===== src/rtl/riscv_ctrl_pkg.sv =====
`default_nettype none
// ============================================================================
// Module      : riscv_ctrl_pkg
// Description : Opcodes, FSM state encodings and datapath select codes shared
//               by the multicycle and pipelined RISC-V control paths.
// Revision    : 1.0 - initial release
// ============================================================================
package riscv_ctrl_pkg;

    localparam logic [6:0] OP_LOAD   = 7'b0000011;
    localparam logic [6:0] OP_STORE  = 7'b0100011;
    localparam logic [6:0] OP_RTYPE  = 7'b0110011;
    localparam logic [6:0] OP_ITYPE  = 7'b0010011;
    localparam logic [6:0] OP_BRANCH = 7'b1100011;
    localparam logic [6:0] OP_JAL    = 7'b1101111;

    typedef enum logic [3:0] {
        S_FETCH    = 4'd0,
        S_DECODE   = 4'd1,
        S_MEMADR   = 4'd2,
        S_MEMREAD  = 4'd3,
        S_MEMWB    = 4'd4,
        S_MEMWRITE = 4'd5,
        S_EXECUTER = 4'd6,
        S_EXECUTEI = 4'd7,
        S_ALUWB    = 4'd8,
        S_BEQ      = 4'd9,
        S_JAL      = 4'd10
    } state_t;

    localparam logic [1:0] ALUOP_ADD   = 2'b00;
    localparam logic [1:0] ALUOP_SUB   = 2'b01;
    localparam logic [1:0] ALUOP_FUNCT = 2'b10;

    localparam logic [1:0] RES_ALUOUT    = 2'b00;
    localparam logic [1:0] RES_DATA      = 2'b01;
    localparam logic [1:0] RES_ALURESULT = 2'b10;

    localparam logic [1:0] SRCA_PC    = 2'b00;
    localparam logic [1:0] SRCA_OLDPC = 2'b01;
    localparam logic [1:0] SRCA_RD1   = 2'b10;

    localparam logic [1:0] SRCB_RD2  = 2'b00;
    localparam logic [1:0] SRCB_IMM  = 2'b01;
    localparam logic [1:0] SRCB_FOUR = 2'b10;

    localparam logic [1:0] IMM_I = 2'b00;
    localparam logic [1:0] IMM_S = 2'b01;
    localparam logic [1:0] IMM_B = 2'b10;
    localparam logic [1:0] IMM_J = 2'b11;

    function automatic logic is_mem_state(input state_t s);
        return (s == S_FETCH) || (s == S_MEMREAD) || (s == S_MEMWRITE);
    endfunction

endpackage
`default_nettype wire


===== src/rtl/multicycle_main_fsm_if.sv =====
`default_nettype none
// ============================================================================
// Module      : multicycle_main_fsm_if
// Description : Control bundle between the multicycle main FSM (master) and
//               the shared-memory datapath (slave).
// Revision    : 1.0 - initial release
// ============================================================================
interface multicycle_main_fsm_if;

    logic [6:0] Op;
    logic       Zero;
    logic       PCWrite;
    logic       AdrSrc;
    logic       MemWrite;
    logic       IRWrite;
    logic       RegWrite;
    logic [1:0] ResultSrc;
    logic [1:0] ALUSrcA;
    logic [1:0] ALUSrcB;
    logic [1:0] ALUOp;
    logic [1:0] ImmSrc;
    logic       IllegalOp;
    logic [3:0] StateDbg;

    modport master (
        input  Op, Zero,
        output PCWrite, AdrSrc, MemWrite, IRWrite, RegWrite, ResultSrc,
               ALUSrcA, ALUSrcB, ALUOp, ImmSrc, IllegalOp, StateDbg
    );

    modport slave (
        output Op, Zero,
        input  PCWrite, AdrSrc, MemWrite, IRWrite, RegWrite, ResultSrc,
               ALUSrcA, ALUSrcB, ALUOp, ImmSrc, IllegalOp, StateDbg
    );

endinterface
`default_nettype wire


===== src/rtl/imm_src_decoder.sv =====
`default_nettype none
// ============================================================================
// Module      : imm_src_decoder
// Description : Opcode to immediate-format select, plus supported-opcode flag
//               honouring the optional instruction classes.
// Revision    : 1.0 - initial release
// ============================================================================
module imm_src_decoder
    import riscv_ctrl_pkg::*;
#(
    parameter int ENABLE_ITYPE = 1,
    parameter int ENABLE_JAL   = 1
) (
    input  wire logic [6:0] i_op,
    output logic      [1:0] o_imm_src,
    output logic            o_supported
);

    localparam logic c_en_itype = (ENABLE_ITYPE != 0);
    localparam logic c_en_jal   = (ENABLE_JAL != 0);

    always_comb begin
        o_imm_src   = IMM_I;
        o_supported = 1'b0;
        case (i_op)
            OP_LOAD, OP_RTYPE: o_supported = 1'b1;
            OP_ITYPE:          o_supported = c_en_itype;
            OP_STORE: begin
                o_imm_src   = IMM_S;
                o_supported = 1'b1;
            end
            OP_BRANCH: begin
                o_imm_src   = IMM_B;
                o_supported = 1'b1;
            end
            // J-format select is reported even when jal is disabled
            OP_JAL: begin
                o_imm_src   = IMM_J;
                o_supported = c_en_jal;
            end
            default: ;
        endcase
    end

endmodule
`default_nettype wire


===== src/rtl/multicycle_main_fsm.sv =====
`default_nettype none
// ============================================================================
// Module      : multicycle_main_fsm
// Description : Moore control FSM for the multicycle RISC-V core with
//               configurable memory wait states.
// Revision    : 1.0 - initial release
// ============================================================================
module multicycle_main_fsm
    import riscv_ctrl_pkg::*;
#(
    parameter int MEM_WAIT_STATES = 0,
    parameter int ENABLE_ITYPE    = 1,
    parameter int ENABLE_JAL      = 1
) (
    input  wire logic            clk,
    input  wire logic            rst,
    multicycle_main_fsm_if.master bus
);

    localparam logic [3:0] c_wait_last = 4'(MEM_WAIT_STATES);

    state_t     r_state;
    state_t     w_next_state;
    logic [3:0] r_wait_cnt;
    logic [3:0] w_wait_cnt_next;
    logic       w_wait_done;
    logic       w_supported;
    logic [1:0] w_imm_src;

    logic       w_pc_update;
    logic       w_branch;
    logic       w_ir_write;
    logic       w_adr_src;
    logic       w_mem_write;
    logic       w_reg_write;
    logic       w_illegal;
    logic [1:0] w_result_src;
    logic [1:0] w_alu_src_a;
    logic [1:0] w_alu_src_b;
    logic [1:0] w_alu_op;

    imm_src_decoder #(
        .ENABLE_ITYPE (ENABLE_ITYPE),
        .ENABLE_JAL   (ENABLE_JAL)
    ) u_imm_src_decoder (
        .i_op        (bus.Op),
        .o_imm_src   (w_imm_src),
        .o_supported (w_supported)
    );

    assign w_wait_done = (r_wait_cnt == c_wait_last);

    // Counter runs only while a memory state is being held; any exit clears it
    assign w_wait_cnt_next = (is_mem_state(r_state) && !w_wait_done)
                           ? r_wait_cnt + 4'd1 : 4'd0;

    always_ff @(posedge clk or negedge rst) begin
        if (!rst) begin
            r_state    <= S_FETCH;
            r_wait_cnt <= 4'd0;
        end else begin
            r_state    <= w_next_state;
            r_wait_cnt <= w_wait_cnt_next;
        end
    end

    always_comb begin
        w_next_state = r_state;
        w_pc_update  = 1'b0;
        w_branch     = 1'b0;
        w_ir_write   = 1'b0;
        w_adr_src    = 1'b0;
        w_mem_write  = 1'b0;
        w_reg_write  = 1'b0;
        w_illegal    = 1'b0;
        w_result_src = RES_ALUOUT;
        w_alu_src_a  = SRCA_PC;
        w_alu_src_b  = SRCB_RD2;
        w_alu_op     = ALUOP_ADD;
        case (r_state)
            S_FETCH: begin
                w_alu_src_b  = SRCB_FOUR;
                w_result_src = RES_ALURESULT;
                if (w_wait_done) begin
                    w_ir_write   = 1'b1;
                    w_pc_update  = 1'b1;
                    w_next_state = S_DECODE;
                end
            end
            S_DECODE: begin
                w_alu_src_a  = SRCA_OLDPC;
                w_alu_src_b  = SRCB_IMM;
                w_next_state = S_FETCH;
                if (!w_supported) begin
                    w_illegal = 1'b1;
                end else begin
                    case (bus.Op)
                        OP_LOAD, OP_STORE: w_next_state = S_MEMADR;
                        OP_RTYPE:          w_next_state = S_EXECUTER;
                        OP_ITYPE:          w_next_state = S_EXECUTEI;
                        OP_BRANCH:         w_next_state = S_BEQ;
                        OP_JAL:            w_next_state = S_JAL;
                        default:           w_next_state = S_FETCH;
                    endcase
                end
            end
            S_MEMADR: begin
                w_alu_src_a  = SRCA_RD1;
                w_alu_src_b  = SRCB_IMM;
                w_next_state = (bus.Op == OP_LOAD) ? S_MEMREAD : S_MEMWRITE;
            end
            S_MEMREAD: begin
                w_adr_src = 1'b1;
                if (w_wait_done) w_next_state = S_MEMWB;
            end
            S_MEMWB: begin
                w_result_src = RES_DATA;
                w_reg_write  = 1'b1;
                w_next_state = S_FETCH;
            end
            S_MEMWRITE: begin
                w_adr_src   = 1'b1;
                w_mem_write = 1'b1;
                if (w_wait_done) w_next_state = S_FETCH;
            end
            S_EXECUTER: begin
                w_alu_src_a  = SRCA_RD1;
                w_alu_src_b  = SRCB_RD2;
                w_alu_op     = ALUOP_FUNCT;
                w_next_state = S_ALUWB;
            end
            S_EXECUTEI: begin
                w_alu_src_a  = SRCA_RD1;
                w_alu_src_b  = SRCB_IMM;
                w_alu_op     = ALUOP_FUNCT;
                w_next_state = S_ALUWB;
            end
            S_ALUWB: begin
                w_reg_write  = 1'b1;
                w_next_state = S_FETCH;
            end
            S_BEQ: begin
                w_alu_src_a  = SRCA_RD1;
                w_alu_src_b  = SRCB_RD2;
                w_alu_op     = ALUOP_SUB;
                w_branch     = 1'b1;
                w_next_state = S_FETCH;
            end
            S_JAL: begin
                w_alu_src_a  = SRCA_OLDPC;
                w_alu_src_b  = SRCB_FOUR;
                w_pc_update  = 1'b1;
                w_next_state = S_ALUWB;
            end
            default: w_next_state = S_FETCH;
        endcase
    end

    // Register enables are forced off combinationally while reset is held
    assign bus.PCWrite   = rst & (w_pc_update | (w_branch & bus.Zero));
    assign bus.IRWrite   = rst & w_ir_write;
    assign bus.AdrSrc    = w_adr_src;
    assign bus.MemWrite  = w_mem_write;
    assign bus.RegWrite  = w_reg_write;
    assign bus.ResultSrc = w_result_src;
    assign bus.ALUSrcA   = w_alu_src_a;
    assign bus.ALUSrcB   = w_alu_src_b;
    assign bus.ALUOp     = w_alu_op;
    assign bus.ImmSrc    = w_imm_src;
    assign bus.IllegalOp = w_illegal;
    assign bus.StateDbg  = r_state;

endmodule
`default_nettype wire


===== src/flat_wrapper.sv =====
// flat-port wrapper written by rule: the top's interface ports become plain ports
module multicycle_main_fsm_flat import riscv_ctrl_pkg::*;
#(
    parameter int MEM_WAIT_STATES = 0,
    parameter int ENABLE_ITYPE    = 1,
    parameter int ENABLE_JAL      = 1
)
  (clk, rst, bus_Op, bus_Zero, bus_PCWrite, bus_AdrSrc, bus_MemWrite, bus_IRWrite, bus_RegWrite, bus_ResultSrc, bus_ALUSrcA, bus_ALUSrcB, bus_ALUOp, bus_ImmSrc, bus_IllegalOp, bus_StateDbg);
  multicycle_main_fsm_if bus_i ();
  input  wire logic clk;
  input  wire logic rst;
  input wire logic [$bits(bus_i.Op)-1:0] bus_Op;
  input wire logic [$bits(bus_i.Zero)-1:0] bus_Zero;
  output wire logic [$bits(bus_i.PCWrite)-1:0] bus_PCWrite;
  output wire logic [$bits(bus_i.AdrSrc)-1:0] bus_AdrSrc;
  output wire logic [$bits(bus_i.MemWrite)-1:0] bus_MemWrite;
  output wire logic [$bits(bus_i.IRWrite)-1:0] bus_IRWrite;
  output wire logic [$bits(bus_i.RegWrite)-1:0] bus_RegWrite;
  output wire logic [$bits(bus_i.ResultSrc)-1:0] bus_ResultSrc;
  output wire logic [$bits(bus_i.ALUSrcA)-1:0] bus_ALUSrcA;
  output wire logic [$bits(bus_i.ALUSrcB)-1:0] bus_ALUSrcB;
  output wire logic [$bits(bus_i.ALUOp)-1:0] bus_ALUOp;
  output wire logic [$bits(bus_i.ImmSrc)-1:0] bus_ImmSrc;
  output wire logic [$bits(bus_i.IllegalOp)-1:0] bus_IllegalOp;
  output wire logic [$bits(bus_i.StateDbg)-1:0] bus_StateDbg;
  assign bus_i.Op = bus_Op;
  assign bus_i.Zero = bus_Zero;
  assign bus_PCWrite = bus_i.PCWrite;
  assign bus_AdrSrc = bus_i.AdrSrc;
  assign bus_MemWrite = bus_i.MemWrite;
  assign bus_IRWrite = bus_i.IRWrite;
  assign bus_RegWrite = bus_i.RegWrite;
  assign bus_ResultSrc = bus_i.ResultSrc;
  assign bus_ALUSrcA = bus_i.ALUSrcA;
  assign bus_ALUSrcB = bus_i.ALUSrcB;
  assign bus_ALUOp = bus_i.ALUOp;
  assign bus_ImmSrc = bus_i.ImmSrc;
  assign bus_IllegalOp = bus_i.IllegalOp;
  assign bus_StateDbg = bus_i.StateDbg;
  multicycle_main_fsm #(.MEM_WAIT_STATES(MEM_WAIT_STATES), .ENABLE_ITYPE(ENABLE_ITYPE), .ENABLE_JAL(ENABLE_JAL)) u_core (.clk(clk), .rst(rst), .bus(bus_i));
endmodule

===== config.mk =====
export PLATFORM = sky130hd
export DESIGN_NAME = multicycle_main_fsm_flat
export DESIGN_NICKNAME = d
export VERILOG_FILES = /design/src/rtl/riscv_ctrl_pkg.sv /design/src/rtl/multicycle_main_fsm_if.sv /design/src/rtl/imm_src_decoder.sv /design/src/rtl/multicycle_main_fsm.sv /design/src/flat_wrapper.sv
export SDC_FILE = /design/constraint.sdc
export NUM_CORES = 1
export LEC_CHECK = 0
export BUFFER_PORTS_ARGS = -buffer_cell sky130_fd_sc_hd__buf_2
export CORE_MARGIN = 3
export CORE_UTILIZATION = 30
export DETAILED_ROUTE_END_ITERATION = 16
export PLACE_DENSITY = 0.57
export SYNTH_ARGS = -nofsm -noshare
export SYNTH_HDL_FRONTEND = slang
export SYNTH_SLANG_ARGS = --single-unit

===== constraint.sdc =====
create_clock -name clk -period 2.3 [get_ports clk]
set_clock_uncertainty 0.2 [all_clocks]
set_input_delay 0.345 -clock clk [delete_from_list [all_inputs] [get_ports clk]]
set_output_delay 0.345 -clock clk [all_outputs]
set_load 0.02 [all_outputs]

* After elaboration in Yosys (flattened, before gate mapping)
Cells that the tools add are included.
** Operators by class
- Add/subtract/negate cells :: 1
- Equality and inequality tests :: 19
- Multiplexer cells :: 23
- Bitwise operators :: 4
- Reductions and logical operators :: 17
** Operator list (count)
- 4-bit one-hot mux with 6 select lines :: 1
- 4-bit two-way mux :: 5
- 4-bit one-hot mux with 5 select lines :: 1
- 4-bit by 3-bit == test with 1-bit output (second input constant) :: 4
- 2-bit one-hot mux with 2 select lines :: 4
- 7-bit by 6-bit == test with 1-bit output (second input constant) :: 2
- 7-bit == test (second input constant) :: 2
- 4-bit == test (second input constant) :: 3
- 2-bit OR reduction :: 6
- 1-bit two-way mux :: 9
- 4-bit by 2-bit == test with 1-bit output (second input constant) :: 2
- 4-bit logical NOT :: 2
- 7-bit by 2-bit == test with 1-bit output (second input constant) :: 1
- 7-bit by 5-bit == test with 1-bit output (second input constant) :: 1
- 2-bit by 1-bit != test with 1-bit output (second input constant) :: 3
- 2-bit one-hot mux with 3 select lines :: 1
- 3-bit OR reduction :: 2
- 6-bit OR reduction :: 1
- 4-bit by 1-bit adder with 4-bit output (second input constant) :: 1
- 4-bit by 1-bit == test with 1-bit output (second input constant) :: 1
- 4-bit OR reduction :: 1
- 1-bit bitwise AND :: 3
- 3-bit two-way mux :: 1
- 3-bit AND reduction :: 1
- other kinds (5) :: 6
** Storage, ports and cells
- Register bits :: 8
- Input bits :: 10
- Output and inout port bits :: 20
- Logic and storage cells :: 66

* Logic depth before layout (Yosys ltp)
Gate-level depths: netlist (run 1).
- Depth in word-level cells :: 5
- Depth in mapped cells :: 7

* Hierarchy
From an unflattened synthesis (run 1), not the netlist that was laid out.
** Second synthesis, totals
- Cell total of the unflattened synthesis :: 100
- Area total of the unflattened synthesis :: 780.7 µm²
** Modules (own cells, without submodules)
- multicycle_main_fsm :: times used 1, cells an instance 89, area each 711.9 µm²
- imm_src_decoder :: times used 1, cells an instance 11, area each 68.8 µm²

* Worst setup path before layout (run 1)
No wires, ideal clock.
- Kind :: reg-to-output
- Start point :: register u_core.r_state[3], in the netlist u_core.bus.StateDbg[3]
- End point :: output bus_IRWrite
- Arrival :: 1.894 ns
- Data required time :: 1.755 ns
- Slack :: -0.139 ns
- Cell stages (with the launch flop) :: 4
- Cells stage by stage :: dfrtp_1 > clkbuf_1 > nor4_1 > and3_1
** On the way
- Cells in the longest elaborated chain, start to end :: 3
** RTL lines
- start, declared :: RTL line multicycle_main_fsm.sv:22 : state_t r_state;
- start signal, assigned :: RTL line multicycle_main_fsm.sv:62 : r_state <= w_next_state;
- 4-bit logical NOT :: RTL line multicycle_main_fsm.sv:80 : case (r_state)
- 1-bit two-way mux :: RTL line multicycle_main_fsm.sv:80
- 1-bit bitwise AND :: RTL line multicycle_main_fsm.sv:161 : assign bus.IRWrite = rst & w_ir_write;
- end, declared :: RTL line flat_wrapper.sv:17 : output wire logic [$bits(bus_i.IRWrite)-1:0] bus_IRWrite;
No other way between the ends.

* Worst setup path in the final report (run 1)
- Start point :: register u_core.r_wait_cnt[1]
- End point :: output bus_PCWrite
** On the way
- Cells in the longest elaborated chain, start to end :: 5
** RTL lines
- start, declared :: RTL line multicycle_main_fsm.sv:24 : logic [3:0] r_wait_cnt;
- start signal, assigned :: RTL line multicycle_main_fsm.sv:63 : r_wait_cnt <= w_wait_cnt_next;
- 4-bit logical NOT :: RTL line multicycle_main_fsm.sv:51 : assign w_wait_done = (r_wait_cnt == c_wait_last);
- 1-bit two-way mux :: RTL line multicycle_main_fsm.sv:84 : if (w_wait_done) begin
- 1-bit one-hot mux with 2 select lines :: RTL line multicycle_main_fsm.sv:80
- 1-bit bitwise OR :: RTL line multicycle_main_fsm.sv:160 : assign bus.PCWrite = rst & (w_pc_update | (w_branch & bus.Zero));
- 1-bit bitwise AND :: RTL line multicycle_main_fsm.sv:160
- end, declared :: RTL line flat_wrapper.sv:14 : output wire logic [$bits(bus_i.PCWrite)-1:0] bus_PCWrite;
No other way between the ends.

==> results of run 1 <==
==> worst register-to-register path, delay by kind of cell, from the launching register on <==
kind | cells | cell delay (ns)
flops | 1 | 0.60
simple gates | 2 | 0.46
compound gates | 2 | 0.53
==> placed cells by master (no fill, tap or decap), types with 5 or more instances in the layout <==
| master | synthesis | routed |
|---|---|---|
| buf_4 | 0 | 5 |
| buf_2 | 2 | 28 |
| o21ai_0 | 5 | 5 |
| nand2_1 | 10 | 10 |
| dfrtp_1 | 8 | 6 |
| nor2_1 | 16 | 16 |
| inv_1 | 5 | 5 |
==> per-layer routing <==
layer	wire length [um]	GRT usage	up-vias	part of all wire
met1	908	0.157	387	0.46
met3	58	0.00701	0	0.029
li1	-	-	415	-
met2	1010	0.231	21	0.51
met4	0	0.0521	0	0
met5	0	0	-	0
==> metrics by stage <==
step	util	cells	area, um^2	power, W	hold slack, ns
CTS	0.427	157	962	0.000686	0.277
floorplan	-	97	739	0.000453	-0.151
global route	0.440	159	992	0.000739	0.297
detailed placement	0.407	152	917	0.000570	0.00556
global placement	0.407	152	917	0.000568	-0.00166
finish	0.440	159	992	0.000684	0.278
==> power by group <==
group,internal [W],switching (W)
Sequential,0.000153,0.0000456
Combinational,0.000153,0.000227
Clock,0.0000596,0.0000458
Total,0.000366,0.000319
==> registers in the layout (all words and copies together), names as in the netlist <==
name,flops
u_core.bus.StateDbg,4
u_core.r_wait_cnt,4
==> path summary, 6_finish.rpt <==
path	end	slack (ns)	cells past startpoint
worst max-delay path	bus_PCWrite	0.03	8
worst min-delay path	u_core.r_wait_cnt[1]	0.28	2
worst max register to register	u_core.bus.StateDbg[2]	0.46	4
worst min register to register	u_core.r_wait_cnt[0]	0.33	2
max in group asynchronous	u_core.bus.StateDbg[2]	1.43	2
min in group clk	u_core.bus.StateDbg[0]	0.29	4
==> cell type report <==
cell class	count	area, um^2	area share
clock buffers	3	22.5	0.0227
inverters	5	18.8	0.0189
repair buffers	35	199	0.201
well taps	28	35.0	0.0353
multi-input cells	80	514	0.518
flip-flops and latches	8	203	0.204
==> cell families after synthesis <==
family                     count (synthesis)  synth area share
muxes                                      2            0.0273
xor gates and xnor gates                   6            0.0717
AOI/OAI and AO/OA                         20             0.191
and+or+nand+nor                           50             0.353
adders and majority gates                  2            0.0341
DFF                                        8             0.273
buffers and inverters                      9            0.0495
==> timing repair <==
action,4_1_cts,5_1_grt
hold buffers,1,0
hold endpoints to repair,8,0
pin swaps,0,1
setup buffers,1,2
resized for setup,1,5
setup endpoints to repair,1,3
==> metrics, run 1 <==
port bufs=29; Final #Nets=145; Leakage=0.508 nW; syn nets=between 100 and 150; drt drc=0; post-route ant nets=0; # setup viols final=0; share of post-route cells with drive strength above 1=0.336; core box area=approximately 2300 um^2; vias in the first global route=779; Final Hold Viols=0; Peak VDD IR=~0.3 mV; global-route wire length before repair=between 3000 and 4000 um; synth unique cells=36; Vias/cell=5.18; post-synthesis sequential area ratio=0.273; status=finished clean; H-tree Lvls=1; 1st-iter DRT viols=16; CP arrival=around 1.7 ns; min Tclk post-route=around 2.3 ns; Yosys top cell by area=dfrtp_1; largest net degree at the start of global routing=19; Die ar.=between 3000 and 4000 um^2; HP Class=in -> async; synthesized area per cell=7.56 um^2; CP top delay family=simple AND/OR/NAND/NOR gates; setup TNS=0 ns; Ports=30; total CTS buffers=3; FF+latch count, synth=8; reg2reg start=u_core.bus.StateDbg[3]; Max Fclk=~440 MHz; Max FO, Critical Path=3; Pre-antenna DRT Iters=4; Relative slew margins=0.587; Crit-path slowest cell=dfrtp_1; Synth Instances=just under 100; # diodes=0; max_cap viols=0; number of buffer and inverter stages on the critical path=2; deepest clock path buffer count=2; CTS tree=built; DRT Wirelength=between 1500 and 2000 um; crit-path max cell delay=slightly below 0.4 ns; commonest cells in the netlist=16 x nor2_1, 10 x nand2_1, 8 x dfrtp_1; die span in x=55.4 um; top cells by area, synth=dfrtp_1 27%, nor2_1 8.2%, nand2_1 5.1%; CP Capture Type=output pin; GRT Total Usage=0.128; worst endpoint required time=roughly 1.8 ns; Initial Utilization=0.325; CP startpoint kind=flip-flop; initial antenna violation count=0; RSZ-0062 raised after global routing=true; Synth Cell Area=733 um^2; WL per Instance=between 10 and 15 um; die height=around 55 um; count leader, synth=nor2_1; Fill cells=266; Tcrit/Tclk final=0.987; Clock Tree Root=clkbuf_4; power per cell area=690 nW/um^2; GRT overflow=0; Clock Latency Late Sink=around 0.25 ns; # rows=17; Clock Sinks=8; share of the synthesized area in the top cell type=0.273; Layout area overhead=35.3%; CP startpoint=u_core.r_wait_cnt[1]; synth warn=0; cell breakdown of the critical path=inv_1 -> ha_1 -> nor3b_4 -> nor3b_2 -> a31oi_1 -> o21ai_1 -> and3b_1 -> buf_6; vias after detailed routing=823; Max Slew Vio Count=0; Reg clk slew, reported paths=around 0.05 ns; Top FF cell, synth=dfrtp_1; asr flop ratio synth=1.00; DP HPWL=around 1500 um; crit path setup slack, layout=slightly below 0.03 ns; Slew @ Worst Pin=between 0.6 and 0.7 ns; Post-synth EDFFs=0; Setup Crit Path Kind=reg -> out; routability cong.=0.831; post-place setup slack=0.232 ns
Power figures use the tool's default switching activity.
==> run 2: changes to the inputs <==
--- a/config.mk
+++ b/config.mk
@@ -6,10 +6,12 @@
 export NUM_CORES = 1
 export LEC_CHECK = 0
 export BUFFER_PORTS_ARGS = -buffer_cell sky130_fd_sc_hd__buf_2
+export CELL_PAD_IN_SITES_DETAIL_PLACEMENT = 0
+export CELL_PAD_IN_SITES_GLOBAL_PLACEMENT = 1
 export CORE_MARGIN = 3
 export CORE_UTILIZATION = 30
 export DETAILED_ROUTE_END_ITERATION = 16
-export PLACE_DENSITY = 0.57
+export PLACE_DENSITY = 0.76
 export SYNTH_ARGS = -nofsm -noshare
 export SYNTH_HDL_FRONTEND = slang
 export SYNTH_SLANG_ARGS = --single-unit
==> metrics, run 2 (same netlist as run 1, synthesis figures left out) <==
die height=55.4 um; crit-path max cell delay=roughly 0.37 ns; number of buffer and inverter stages on the critical path=2; # setup viols final=0; commonest non-fill, non-tap cell in the layout=buf_2; Max Slew Vio Count=0; Clock Tree Root=clkbuf_4; commonest cells after routing, fill and taps aside=28 x buf_2, 16 x nor2_1, 10 x nand2_1; die span in x=about 55 um; 1st-iter DRT viols=10; CTS tree=built; Setup Crit Path Kind=reg -> out; WL per Instance=between 10 and 15 um; Final #Nets=143; min Tclk post-route=2.23 ns; CP arrival=1.68 ns; initial antenna violation count=0; post-place setup slack=between 0.2 and 0.3 ns; vias in the first global route=between 700 and 800; Pwr Total=around 0.0007 W; Max Fclk=449 MHz; Peak VDD IR=about 0.46 mV; Final Hold Viols=0; GRT overflow=0; share of post-route cells with drive strength above 1=0.333; vias after detailed routing=795; Ports=30; post-route ant nets=0; Reg clk slew, reported paths=around 0.050 ns; Leakage=roughly 0.49 nW; CP Capture Type=output pin; deepest clock path buffer count=2; CP startpoint kind=flip-flop; power per cell area=~700 nW/um^2; drt drc=0; Die ar.=3070 um^2; routability cong.=~0.76; Tcrit/Tclk final=0.968; total CTS buffers=3; setup TNS=0 ns; HP Class=in -> async; Clock Sinks=8; Clock Latency Late Sink=~0.26 ns; worst endpoint required time=1.75 ns; Relative slew margins=0.743; Max FO, Critical Path=3; DP HPWL=1400 um; GRT Total Usage=0.129; Vias/cell=between 5 and 6; largest net degree at the start of global routing=19; Initial Utilization=0.325; port bufs=29; Pre-antenna DRT Iters=4; max_cap viols=0; Layout area overhead=32.9%; Crit-path slowest cell=dfrtp_1; status=finished clean; placed cell areas=between 900 and 1000 um^2; CP top delay family=simple AND/OR/NAND/NOR gates; DRT Wirelength=1870 um; crit path setup slack, layout=0.0733 ns; Slew @ Worst Pin=0.382 ns; cell breakdown of the critical path=inv_1 -> ha_1 -> nor3b_4 -> nor3b_2 -> a31oi_1 -> o21ai_1 -> and3b_1 -> buf_4; core box area=2250 um^2; # diodes=0; r2r setup slk=0.54 ns; final core occ=0.432; # rows=17; design area=roughly 970 um^2; global-route wire length before repair=3270 um; H-tree Lvls=1; RSZ-0062 raised after global routing=true
-- run 2: path summary, 6_finish.rpt --
kind	start	endpoint	cells past startpoint
max	u_core.r_wait_cnt[1]	bus_PCWrite	8
min	rst	u_core.r_wait_cnt[3]	2
max reg2reg	u_core.bus.StateDbg[2]	u_core.bus.StateDbg[1]	5
min reg2reg	u_core.r_wait_cnt[0]	u_core.r_wait_cnt[0]	2
max in group asynchronous	rst	u_core.bus.StateDbg[0]	2
min in group clk	bus_Op[2]	u_core.bus.StateDbg[0]	4
-- run 2: timing repair --
action,4_1_cts,5_1_grt
hold buffers,1,0
setup buffers,1,0
endpoints found under the setup margin,1,4
endpoints found under the hold margin,8,0
resized for setup,1,5
gates cloned,0,0
-- run 2: power by group --
group          internal, W  leakage (nW)  switching [W]  total, W
sequential        0.000153         0.105      0.0000457  0.000199
combinational     0.000149         0.375       0.000225  0.000374
clock            0.0000598        0.0138      0.0000494  0.000109
-- run 2: area by class of cell --
| class | count | area [um^2] |
|---|---|---|
| fillers | 247 | 1280 |
| well taps | 28 | 35.0 |
| inverters | 5 | 18.8 |
| clock buffers | 3 | 22.5 |
| repair buffers | 33 | 180 |
| flip-flops and latches | 8 | 204 |
| multi-input cells | 80 | 514 |
-- run 2: stage by stage --
stage                     cells  hold WS [ns]
after global placement      152       0.00104
after floorplan              97        -0.151
final                       157         0.291
after detailed placement    152       0.00812
after global routing        157         0.313
after CTS                   157         0.260
-- run 2: per-layer routing --
metal / wire length, um / vias up / GRT usage
li1: - / 416 / -
met1: 882 / 349 / 0.164
met2: 827 / 27 / 0.189
met3: 127 / 3 / 0.0350
met4: 31 / 0 / 0.0799
met5: 0 / - / 0
==> run 3: changes to the inputs <==
--- a/config.mk
+++ b/config.mk
@@ -11,7 +11,8 @@
 export CORE_MARGIN = 3
 export CORE_UTILIZATION = 30
 export DETAILED_ROUTE_END_ITERATION = 16
-export PLACE_DENSITY = 0.76
+export PLACE_DENSITY = 0.74
 export SYNTH_ARGS = -nofsm -noshare
 export SYNTH_HDL_FRONTEND = slang
+export SYNTH_HIERARCHICAL = 1
 export SYNTH_SLANG_ARGS = --single-unit
==> constraint.sdc (replaced) <==
create_clock -name clk -period 2.7 [get_ports clk]
set_clock_uncertainty 0.2 [all_clocks]
set_input_delay 0.405 -clock clk [delete_from_list [all_inputs] [get_ports clk]]
set_output_delay 0.405 -clock clk [all_outputs]
set_load 0.02 [all_outputs]
==> metrics, run 3 <==
Clock Tree Root=clkbuf_4; CP Capture Type=output pin; DRT Wirelength=~1800 um; CTS tree=built; Synth Cell Area=between 700 and 800 um^2; drt drc=0; commonest non-fill, non-tap cell in the layout=buf_2; number of buffer and inverter stages on the critical path=2; die height=57.0 um; Initial Utilization=0.334; max_cap viols=0; DR WL met3=about 130 um; status=finished clean; # setup viols final=0; top cells by area, synth=dfrtp_1 26%, nor2_1 5.8%, xnor2_1 5.6%; Slew @ Worst Pin=around 0.66 ns; Ports=30; largest net degree at the start of global routing=20; Layout area overhead=23.1%; setup TNS=0 ns; post-synthesis sequential area ratio=0.256; Max Slew Vio Count=0; RSZ-0062 raised after global routing=false; Leakage=about 0.47 nW; wl on met1=~890 um; CP top delay family=simple AND/OR/NAND/NOR gates; Clock Sinks=8; DP HPWL=around 1300 um; HP Class=reg -> reg; count leader, synth=nor2_1; # diodes=0; vias in the first global route=~670; WL per Instance=11.8 um; commonest cells after routing, fill and taps aside=29 x buf_2, 12 x nor2_1, 8 x dfrtp_1; crit-path max cell delay=between 0.4 and 0.5 ns; power per cell area=286 nW/um^2; crit path setup slack, layout=~0.099 ns; routability cong.=slightly above 0.7; H-tree Lvls=1; GRT Total Usage=0.117; port bufs=29; Post-synth EDFFs=0; Crit-path slowest cell=or3b_1; 1st-iter DRT viols=23; Max Fclk=roughly 380 MHz; initial antenna violation count=0; post-CTS setup buffers=0; Yosys top cell by area=dfrtp_1; synthesized area per cell=7.81 um^2; Synth Instances=100; post-place setup slack=0.303 ns; # rows=17; total CTS buffers=3; Tcrit/Tclk final=0.963; WL met2=about 790 um; CP arrival=about 2 ns; Die ar.=~3300 um^2; Reg clk slew, reported paths=around 0.05 ns; commonest cells in the netlist=12 x nor2_1, 8 x dfrtp_1, 7 x nand2_1; register area=roughly 200 um^2; final core occ=0.411; Max Used Layer=met4; synth unique cells=45; syn nets=112; Pre-antenna DRT Iters=4; post-route ant nets=0; Max FO, Critical Path=5; synth warn=6; share of the synthesized area in the top cell type=0.256; worst endpoint required time=2.10 ns; FF+latch count, synth=8; core box area=2340 um^2; Fill cells=250; die span in x=57.0 um; GRT overflow=0; vias after detailed routing=780; Vias/cell=between 5 and 6; Setup Crit Path Kind=reg -> out; global-route wire length before repair=around 3100 um; Final #Nets=140; cell breakdown of the critical path=inv_1 -> ha_1 -> or3b_1 -> o31a_1 -> o21ai_1 -> and3b_1 -> buf_2; Relative slew margins=0.561; CP startpoint kind=flip-flop; Final Hold Viols=0; Peak VDD IR=roughly 0.30 mV; Top FF cell, synth=dfrtp_1; Clock Latency Late Sink=0.25 ns; deepest clock path buffer count=2; min Tclk post-route=roughly 2.6 ns; asr flop ratio synth=1.00; Multi-input gate area=537 um^2; share of post-route cells with drive strength above 1=0.302
## run 3: layout make-up
| class | count | area share |
|---|---|---|
| sequential | 8 | 0.208 |
| inverter | 3 | 0.0117 |
| tap | 28 | 0.0365 |
| multi-input combinational | 82 | 0.559 |
| timing repair buffer | 30 | 0.161 |
| clock buffer | 3 | 0.0234 |
## run 3: final timing paths
kind / end / depth (start not counted) / from / slack [ns]
min: u_core/r_wait_cnt[0] / 1 / u_core/r_wait_cnt[0] / 0.29
min reg2reg: u_core/r_wait_cnt[0] / 1 / u_core/r_wait_cnt[0] / 0.29
max in group asynchronous: u_core/bus.StateDbg[3] / 2 / rst / 1.78
max reg2reg: u_core/bus.StateDbg[0] / 4 / u_core/bus.StateDbg[0] / 0.72
max: bus_PCWrite / 7 / u_core/r_wait_cnt[0] / 0.1
min in group asynchronous: u_core/r_wait_cnt[3] / 2 / rst / 0.34
## run 3: logic make-up (layout without fill, tap and decap cells)
group | Yosys count | count (layout) | share of synthesized area
compound gates | 18 | 18 | 0.160
fa+ha+maj | 2 | 2 | 0.0320
mux | 2 | 2 | 0.0256
buf+inv | 10 | 36 | 0.0561
simple gates | 53 | 53 | 0.391
flops | 8 | 8 | 0.256
xor+xnor | 7 | 7 | 0.0785
## run 3: report_power, final
part | switching, W | total (W) | internal [W]
combinational | 0.0000351 | 0.0000608 | 0.0000257
clock | 0.0000380 | 0.0000887 | 0.0000507
sequential | 0.00000475 | 0.000126 | 0.000121
total | 0.0000778 | 0.000275 | 0.000197
## run 3: per-layer routing
metal | vias up | global-route usage
met1 | 348 | 0.170
met3 | 2 | 0.0385
li1 | 405 | -
met5 | - | 0
met4 | 0 | 0.0199
met2 | 25 | 0.171
## run 3: through the flow
step           cell area [um^2]  cells  hold slack (ns)  power, W
6_report                    961    154            0.288  0.000275
5_1_grt                     961    154            0.319  0.000297
4_1_cts                     961    154            0.290  0.000279
3_5_place_dp                928    150           0.0684  0.000188
3_3_place_gp                928    150           0.0666  0.000188
2_1_floorplan               781    100          -0.0906  0.000163
## run 3: timing repair
action	in CTS	in global routing
hold buffers	1	0
resized for setup	0	0
endpoints found under the hold margin	8	0
